===== config.mk =====
export PLATFORM = sky130hd
export DESIGN_NAME = rom_fetch_ctrl_flat
export DESIGN_NICKNAME = d
export VERILOG_FILES = /design/src/rtl/rom_fetch_ctrl_pkg.sv /design/src/rtl/rom_fetch_ctrl_if.sv /design/src/rtl/rom_fetch_fifo.sv /design/src/rtl/rom_fetch_ctrl.sv /design/src/flat_wrapper.sv
export SDC_FILE = /design/constraint.sdc
export NUM_CORES = 1
export LEC_CHECK = 0
export ABC_AREA = 1
export BUFFER_PORTS_ARGS = -buffer_cell sky130_fd_sc_hd__buf_2
export CAP_MARGIN = 20
export CORE_UTILIZATION = 50
export DETAILED_ROUTE_END_ITERATION = 6
export GPL_ROUTABILITY_DRIVEN = 0
export MAX_ROUTING_LAYER = met4
export PLACE_DENSITY = 0.69
export SKIP_CTS_REPAIR_TIMING = 1
export SLEW_MARGIN = 20
export SYNTH_ARGS = -nofsm -noshare
export SYNTH_HDL_FRONTEND = slang
export SYNTH_SLANG_ARGS = --single-unit

===== constraint.sdc =====
create_clock -name clka -period 2.2 [get_ports clka]
set_input_delay 0.44 -clock clka [delete_from_list [all_inputs] [get_ports clka]]
set_output_delay 0.44 -clock clka [all_outputs]
set_load 0.01 [all_outputs]

===== src/rtl/rom_fetch_ctrl_pkg.sv =====
// Shared types and default constants for the ROM burst fetch controller.
package rom_fetch_ctrl_pkg;
   typedef enum logic [1:0] {
      ST_IDLE  = 2'd0,
      ST_ISSUE = 2'd1,
      ST_DRAIN = 2'd2
   } state_t;

   localparam int LAT_DEF        = 2;
   localparam int FIFO_DEPTH_DEF = 4;
endpackage


===== src/rtl/rom_fetch_ctrl_if.sv =====
// Request and read-data handshake bundle; master is the requester/consumer side.
interface rom_fetch_ctrl_if #(
   parameter int ADDR_W = 10,
   parameter int DATA_W = 18,
   parameter int LEN_W  = 8
) ();
   logic              req_valid;
   logic              req_ready;
   logic [ADDR_W-1:0] req_addr;
   logic [LEN_W-1:0]  req_len;
   logic              rd_valid;
   logic              rd_ready;
   logic [DATA_W-1:0] rd_data;
   logic              rd_last;

   modport master (
      output req_valid, req_addr, req_len, rd_ready,
      input  req_ready, rd_valid, rd_data, rd_last
   );
   modport slave (
      input  req_valid, req_addr, req_len, rd_ready,
      output req_ready, rd_valid, rd_data, rd_last
   );
endinterface


===== src/rtl/rom_fetch_fifo.sv =====
// Synchronous FIFO buffering captured ROM words; head entry is shown combinationally.
module rom_fetch_fifo #(
   parameter int WIDTH = 19,
   parameter int DEPTH = 4
) (
   input  logic                       clka,
   input  logic                       rst_n,
   input  logic                       push,
   input  logic [WIDTH-1:0]           din,
   input  logic                       pop,
   output logic [WIDTH-1:0]           dout,
   output logic                       full,
   output logic                       empty,
   output logic [$clog2(DEPTH+1)-1:0] count
);
   localparam int AW = $clog2(DEPTH);

   logic [WIDTH-1:0] mem [DEPTH];
   logic [AW-1:0]    wr_ptr, rd_ptr;
   logic             do_push, do_pop;

   assign do_push = push && !full;
   assign do_pop  = pop && !empty;

   always_ff @(posedge clka or negedge rst_n) begin
      if (!rst_n) begin
         wr_ptr <= '0;
         rd_ptr <= '0;
         count  <= '0;
      end else begin
         if (do_push) wr_ptr <= wr_ptr + 1'b1;
         if (do_pop)  rd_ptr <= rd_ptr + 1'b1;
         // simultaneous push and pop leaves the occupancy unchanged
         if (do_push != do_pop) count <= do_push ? count + 1'b1 : count - 1'b1;
      end
   end

   always_ff @(posedge clka) begin
      if (do_push) mem[wr_ptr] <= din;
   end

   assign dout  = mem[rd_ptr];
   assign full  = (count == ($clog2(DEPTH+1))'(DEPTH));
   assign empty = (count == '0);
endmodule


===== src/rtl/rom_fetch_ctrl.sv =====
// Burst ROM reader: issues reads under a buffer credit limit, captures them after LAT clocks.
module rom_fetch_ctrl
   import rom_fetch_ctrl_pkg::*;
#(
   parameter int ADDR_W     = 10,
   parameter int DATA_W     = 18,
   parameter int LAT        = LAT_DEF,
   parameter int LEN_W      = 8,
   parameter int FIFO_DEPTH = FIFO_DEPTH_DEF
) (
   input  logic              clka,
   input  logic              rst_n,
   rom_fetch_ctrl_if.slave   bus,
   output logic [ADDR_W-1:0] rom_addr,
   output logic              rom_en,
   output logic              rom_oe,
   input  logic [DATA_W-1:0] rom_data,
   output logic              busy
);
   localparam int IW = $clog2(LAT+1);
   localparam int CW = $clog2(FIFO_DEPTH+1);

   typedef struct packed {
      logic              last;
      logic [DATA_W-1:0] data;
   } entry_t;

   state_t            state, state_nxt;
   logic [ADDR_W-1:0] cur_addr;
   logic [LEN_W-1:0]  rem;
   logic [LAT:1]      vld_pipe, last_pipe;
   logic [IW-1:0]     inflight;
   logic [CW-1:0]     fifo_count;
   logic              fifo_full, fifo_empty;
   logic              credit_ok, issue, final_issue, accept;
   entry_t            push_ent, head_ent;

   always_comb begin
      inflight = '0;
      for (int i = 1; i <= LAT; i++) inflight = inflight + IW'(vld_pipe[i]);
   end

   // every issued read owns a buffer slot until it is popped, so the FIFO can never overflow
   assign credit_ok   = !fifo_full && ((int'(fifo_count) + int'(inflight)) < FIFO_DEPTH);
   assign accept      = bus.req_valid && bus.req_ready && (bus.req_len != '0);
   assign final_issue = issue && (rem == LEN_W'(1));

   always_ff @(posedge clka or negedge rst_n) begin
      if (!rst_n) state <= ST_IDLE;
      else        state <= state_nxt;
   end

   always_comb begin
      state_nxt = state;
      case (state)
         ST_IDLE:  if (accept) state_nxt = ST_ISSUE;
         ST_ISSUE: if (final_issue) state_nxt = ST_DRAIN;
         ST_DRAIN: if (inflight == '0) state_nxt = ST_IDLE;
         default:  state_nxt = ST_IDLE;
      endcase
   end

   always_comb begin
      bus.req_ready = (state == ST_IDLE);
      busy          = (state != ST_IDLE);
      issue         = (state == ST_ISSUE) && credit_ok;
      rom_en        = issue;
   end

   always_ff @(posedge clka or negedge rst_n) begin
      if (!rst_n) begin
         cur_addr  <= '0;
         rem       <= '0;
         vld_pipe  <= '0;
         last_pipe <= '0;
      end else begin
         if (accept) begin
            cur_addr <= bus.req_addr;
            rem      <= bus.req_len;
         end else if (issue) begin
            cur_addr <= cur_addr + 1'b1;
            rem      <= rem - 1'b1;
         end
         vld_pipe[1]  <= issue;
         last_pipe[1] <= final_issue;
         for (int i = 2; i <= LAT; i++) begin
            vld_pipe[i]  <= vld_pipe[i-1];
            last_pipe[i] <= last_pipe[i-1];
         end
      end
   end

   assign rom_addr = cur_addr;
   // the ROM drives the shared bus only in the cycle its word is captured
   assign rom_oe   = vld_pipe[LAT];
   assign push_ent = '{last: last_pipe[LAT], data: rom_data};

   rom_fetch_fifo #(
      .WIDTH ($bits(entry_t)),
      .DEPTH (FIFO_DEPTH)
   ) u_fifo (
      .clka  (clka),
      .rst_n (rst_n),
      .push  (rom_oe),
      .din   (push_ent),
      .pop   (bus.rd_valid && bus.rd_ready),
      .dout  (head_ent),
      .full  (fifo_full),
      .empty (fifo_empty),
      .count (fifo_count)
   );

   assign bus.rd_valid = !fifo_empty;
   assign bus.rd_data  = head_ent.data;
   assign bus.rd_last  = !fifo_empty && head_ent.last;
endmodule


===== src/flat_wrapper.sv =====
// flat-port wrapper written by rule: the top's interface ports become plain ports
module rom_fetch_ctrl_flat import rom_fetch_ctrl_pkg::*;
#(
   parameter int ADDR_W     = 10,
   parameter int DATA_W     = 18,
   parameter int LAT        = LAT_DEF,
   parameter int LEN_W      = 8,
   parameter int FIFO_DEPTH = FIFO_DEPTH_DEF
)
  (clka, rst_n, rom_addr, rom_en, rom_oe, rom_data, busy, bus_req_valid, bus_req_addr, bus_req_len, bus_rd_ready, bus_req_ready, bus_rd_valid, bus_rd_data, bus_rd_last);
  rom_fetch_ctrl_if #(.ADDR_W(ADDR_W), .DATA_W(DATA_W), .LEN_W(LEN_W)) bus_i ();
  input  logic clka;
  input  logic rst_n;
  output logic [ADDR_W-1:0] rom_addr;
  output logic rom_en;
  output logic rom_oe;
  input  logic [DATA_W-1:0] rom_data;
  output logic busy;
  input wire logic [$bits(bus_i.req_valid)-1:0] bus_req_valid;
  input wire logic [$bits(bus_i.req_addr)-1:0] bus_req_addr;
  input wire logic [$bits(bus_i.req_len)-1:0] bus_req_len;
  input wire logic [$bits(bus_i.rd_ready)-1:0] bus_rd_ready;
  output wire logic [$bits(bus_i.req_ready)-1:0] bus_req_ready;
  output wire logic [$bits(bus_i.rd_valid)-1:0] bus_rd_valid;
  output wire logic [$bits(bus_i.rd_data)-1:0] bus_rd_data;
  output wire logic [$bits(bus_i.rd_last)-1:0] bus_rd_last;
  assign bus_i.req_valid = bus_req_valid;
  assign bus_i.req_addr = bus_req_addr;
  assign bus_i.req_len = bus_req_len;
  assign bus_i.rd_ready = bus_rd_ready;
  assign bus_req_ready = bus_i.req_ready;
  assign bus_rd_valid = bus_i.rd_valid;
  assign bus_rd_data = bus_i.rd_data;
  assign bus_rd_last = bus_i.rd_last;
  rom_fetch_ctrl #(.ADDR_W(ADDR_W), .DATA_W(DATA_W), .LAT(LAT), .LEN_W(LEN_W), .FIFO_DEPTH(FIFO_DEPTH)) u_core (.clka(clka), .rst_n(rst_n), .bus(bus_i), .rom_addr(rom_addr), .rom_en(rom_en), .rom_oe(rom_oe), .rom_data(rom_data), .busy(busy));
endmodule

==> summary.txt <==
outcome: finished clean
CP peak stage delay: 0.43 ns
Place WS: 0.334 ns
DRT iter0 DRCs: 122
most common cell after layout, fill and taps aside: edfxtp_1
DP HPWL: 6270 um
LEAKAGE: 2.35 nW
Area Growth Syn to Fin: 16.2%
Critical Path AT: 1.73 ns
Final Cycle Share: 0.984
setup ws final: 0.0350 ns
Slowest-stage cell, CP: dfrtp_1
Port Buffer Count: 73
die width: 99.9 um
Nets: 584
largest net degree at the start of global routing: 40
Fin. Hold Viols: 0
first-pass GRT wire length: 16000 um
fin area: 5570 um^2
most frequent cells in the layout: 76 x edfxtp_1, 73 x nand3_1, 73 x buf_2
Post-DP Area: 5320 um^2
Ant. Diodes: 0
IO Count: 74
CTS root buf: clkbuf_8
min Tclk post-route: 2.17 ns
Max Slew Vio Count: 0
CTS Buffer Depth: 2
synthesized flop and latch total: 107
Worst Skew: 0.0192 ns
Routed Antenna Nets: 0
Distinct cells, synth: 29
First-pass DRT Iterations: 4
Worst VDD drop: 0.988 mV
routed length per placed instance: 14.7 um
endpoints failing setup: 0
die outline height: 99.9 um
CTS buffer count: 9
Worst R2R Setup Slack: 0.46 ns
Clk pin slew, worst setup/hold paths: 0.11 ns
CP required: 1.76 ns
critical path launch point type: register
Worst-Skew Late Latency: 0.37 ns
sequential share of the synthesized area: 0.638
Power Total: 8.03 mW
die area: 9990 um^2
Via-to-Cell Ratio: 5.25
YS warnings: 0
synthesized area: 4800 um^2
clock sink total: 107
grt ovf: 0
Rel. slew slack: 0.529
Hold WC Path Type: input port to asynchronous set/reset pin
worst slew pin tran: 0.707 ns
Remaining DRCs: 0
maxcap violations: 0
DRT Wirelength: 9830 um
Syn Inst Count: 453
RSZ-0062 raised after global routing: true
Critical Path, Cell by Cell: ha_1 -> ha_1 -> nand3_1 -> nand2_2 -> clkinv_4 -> buf_2
cell mode on critical path: ha_1
vias in the first global route: 3309
layout cells sized above 1: 0.234
worst-path maximum fanout: 5
CP Class: register to primary output
Post-Syn Nets: 504
FP Rows: 35
CTS tree: built
initial antenna violation count: 0
# H-tree levels: 3
synthesized area per cell: 10.6 um^2
Fmax: 0.462 GHz
GRT Util Overall: 0.213
total number of vias: 3500
Initial Util: 0.517
CP Capture Type: primary output
core area: 9280 um^2
PwrDens: 1440 nW/um^2
Hold WS: 0.108 ns
cell usage after synthesis:
master | n | area [um^2]
buf_1 | 1 | 3.75
buf_4 | 2 | 15.0
xnor2_1 | 3 | 26.3
buf_6 | 3 | 33.8
xor2_1 | 3 | 26.3
o21bai_1 | 2 | 15.0
o21ai_2 | 1 | 8.76
ha_1 | 10 | 125
nand4_1 | 3 | 18.8
inv_2 | 4 | 15.0
dfrtp_1 | 31 | 776
nor2_8 | 1 | 20.0
nor2_2 | 3 | 18.8
a21boi_0 | 1 | 7.51
nand3_1 | 73 | 365
clkbuf_1 | 6 | 22.5
nand2_2 | 3 | 18.8
or2_2 | 2 | 12.5
o22ai_1 | 18 | 113
nand4_2 | 1 | 12.5
or2_0 | 2 | 12.5
edfxtp_1 | 76 | 2280
nand2_1 | 57 | 214
inv_1 | 35 | 131
a21oi_1 | 2 | 10.0
nor2_1 | 59 | 221
o21ai_0 | 43 | 215
buf_2 | 7 | 35.0
fa_1 | 1 | 20.0
area by class of cell:
cell class                      count  area, um^2
Sequential cell                   107        3060
Multi-Input combinational cell    288        1490
Tap cell                          129         161
Inverter                           39         159
Clock inverter                      6        60.1
Clock buffer                       10         138
Fill cell                         812        3710
Timing Repair Buffer               88         503
metrics by stage:
| step | setup TNS (ns) | utilization | cells |
|---|---|---|---|
| floorplan | 0 | - | 453 |
| detailed placement | 0 | 0.573 | 647 |
| global route | -0.0577 | 0.600 | 667 |
| finish | 0 | 0.600 | 667 |
| CTS | -0.105 | 0.594 | 663 |
| global placement | 0 | 0.573 | 647 |
worst max-delay path, delay by kind of cell, from the launching register on:
family	cells	cell delay, ns
adder cells (fa/ha/maj)	2	0.49
flip-flops	1	0.43
buffers and inverters	2	0.22
AND/OR/NAND/NOR	2	0.23
sequential cells by signal (all words and copies together), names as in the netlist:
register and flops:
u_core.last_pipe 2, u_core.rem 8, u_core.rom_addr 10, u_core.state 2, u_core.u_fifo.count 3, u_core.u_fifo.mem 76, u_core.u_fifo.rd_ptr 2, u_core.u_fifo.wr_ptr 2
u_core.vld_pipe 2
kinds of logic (layout without fill, tap and decap cells):
group,after synthesis,count (layout),synth area share
flip-flops,107,107,0.638
adder cells (fa/ha/maj),11,11,0.0303
AND/OR/NAND/NOR,204,204,0.191
XOR/XNOR,6,6,0.0110
AO/OA/AOI/OAI,67,67,0.0770
buffers and inverters,58,143,0.0535
report_power, final:
group | total [mW] | switching, mW | internal [mW]
logic | 3.63 | 2.26 | 1.38
clock network | 1.19 | 0.711 | 0.474
registers | 3.21 | 0.373 | 2.84
total | 8.03 | 3.34 | 4.69
metal layers:
metal,track usage,up-vias,part of all wire
li1,-,1724,-
met5,-,-,0
met2,0.352,92,0.49
met3,0.0237,11,0.038
met1,0.275,1673,0.46
met4,0.0747,0,0.013
final timing paths:
path,end,from,depth (start not counted)
min in group clka,u_core.u_fifo.mem[3][10],rom_data[10],1
setup reg to reg,u_core.rem[2],u_core.vld_pipe[2],8
max in group asynchronous,u_core.u_fifo.rd_ptr[0],rst_n,1
hold / removal,u_core.rom_addr[7],rst_n,1
hold reg to reg,u_core.last_pipe[2],u_core.last_pipe[1],0
setup / recovery,rom_en,u_core.vld_pipe[2],6
(Power assumes the default switching activity.)
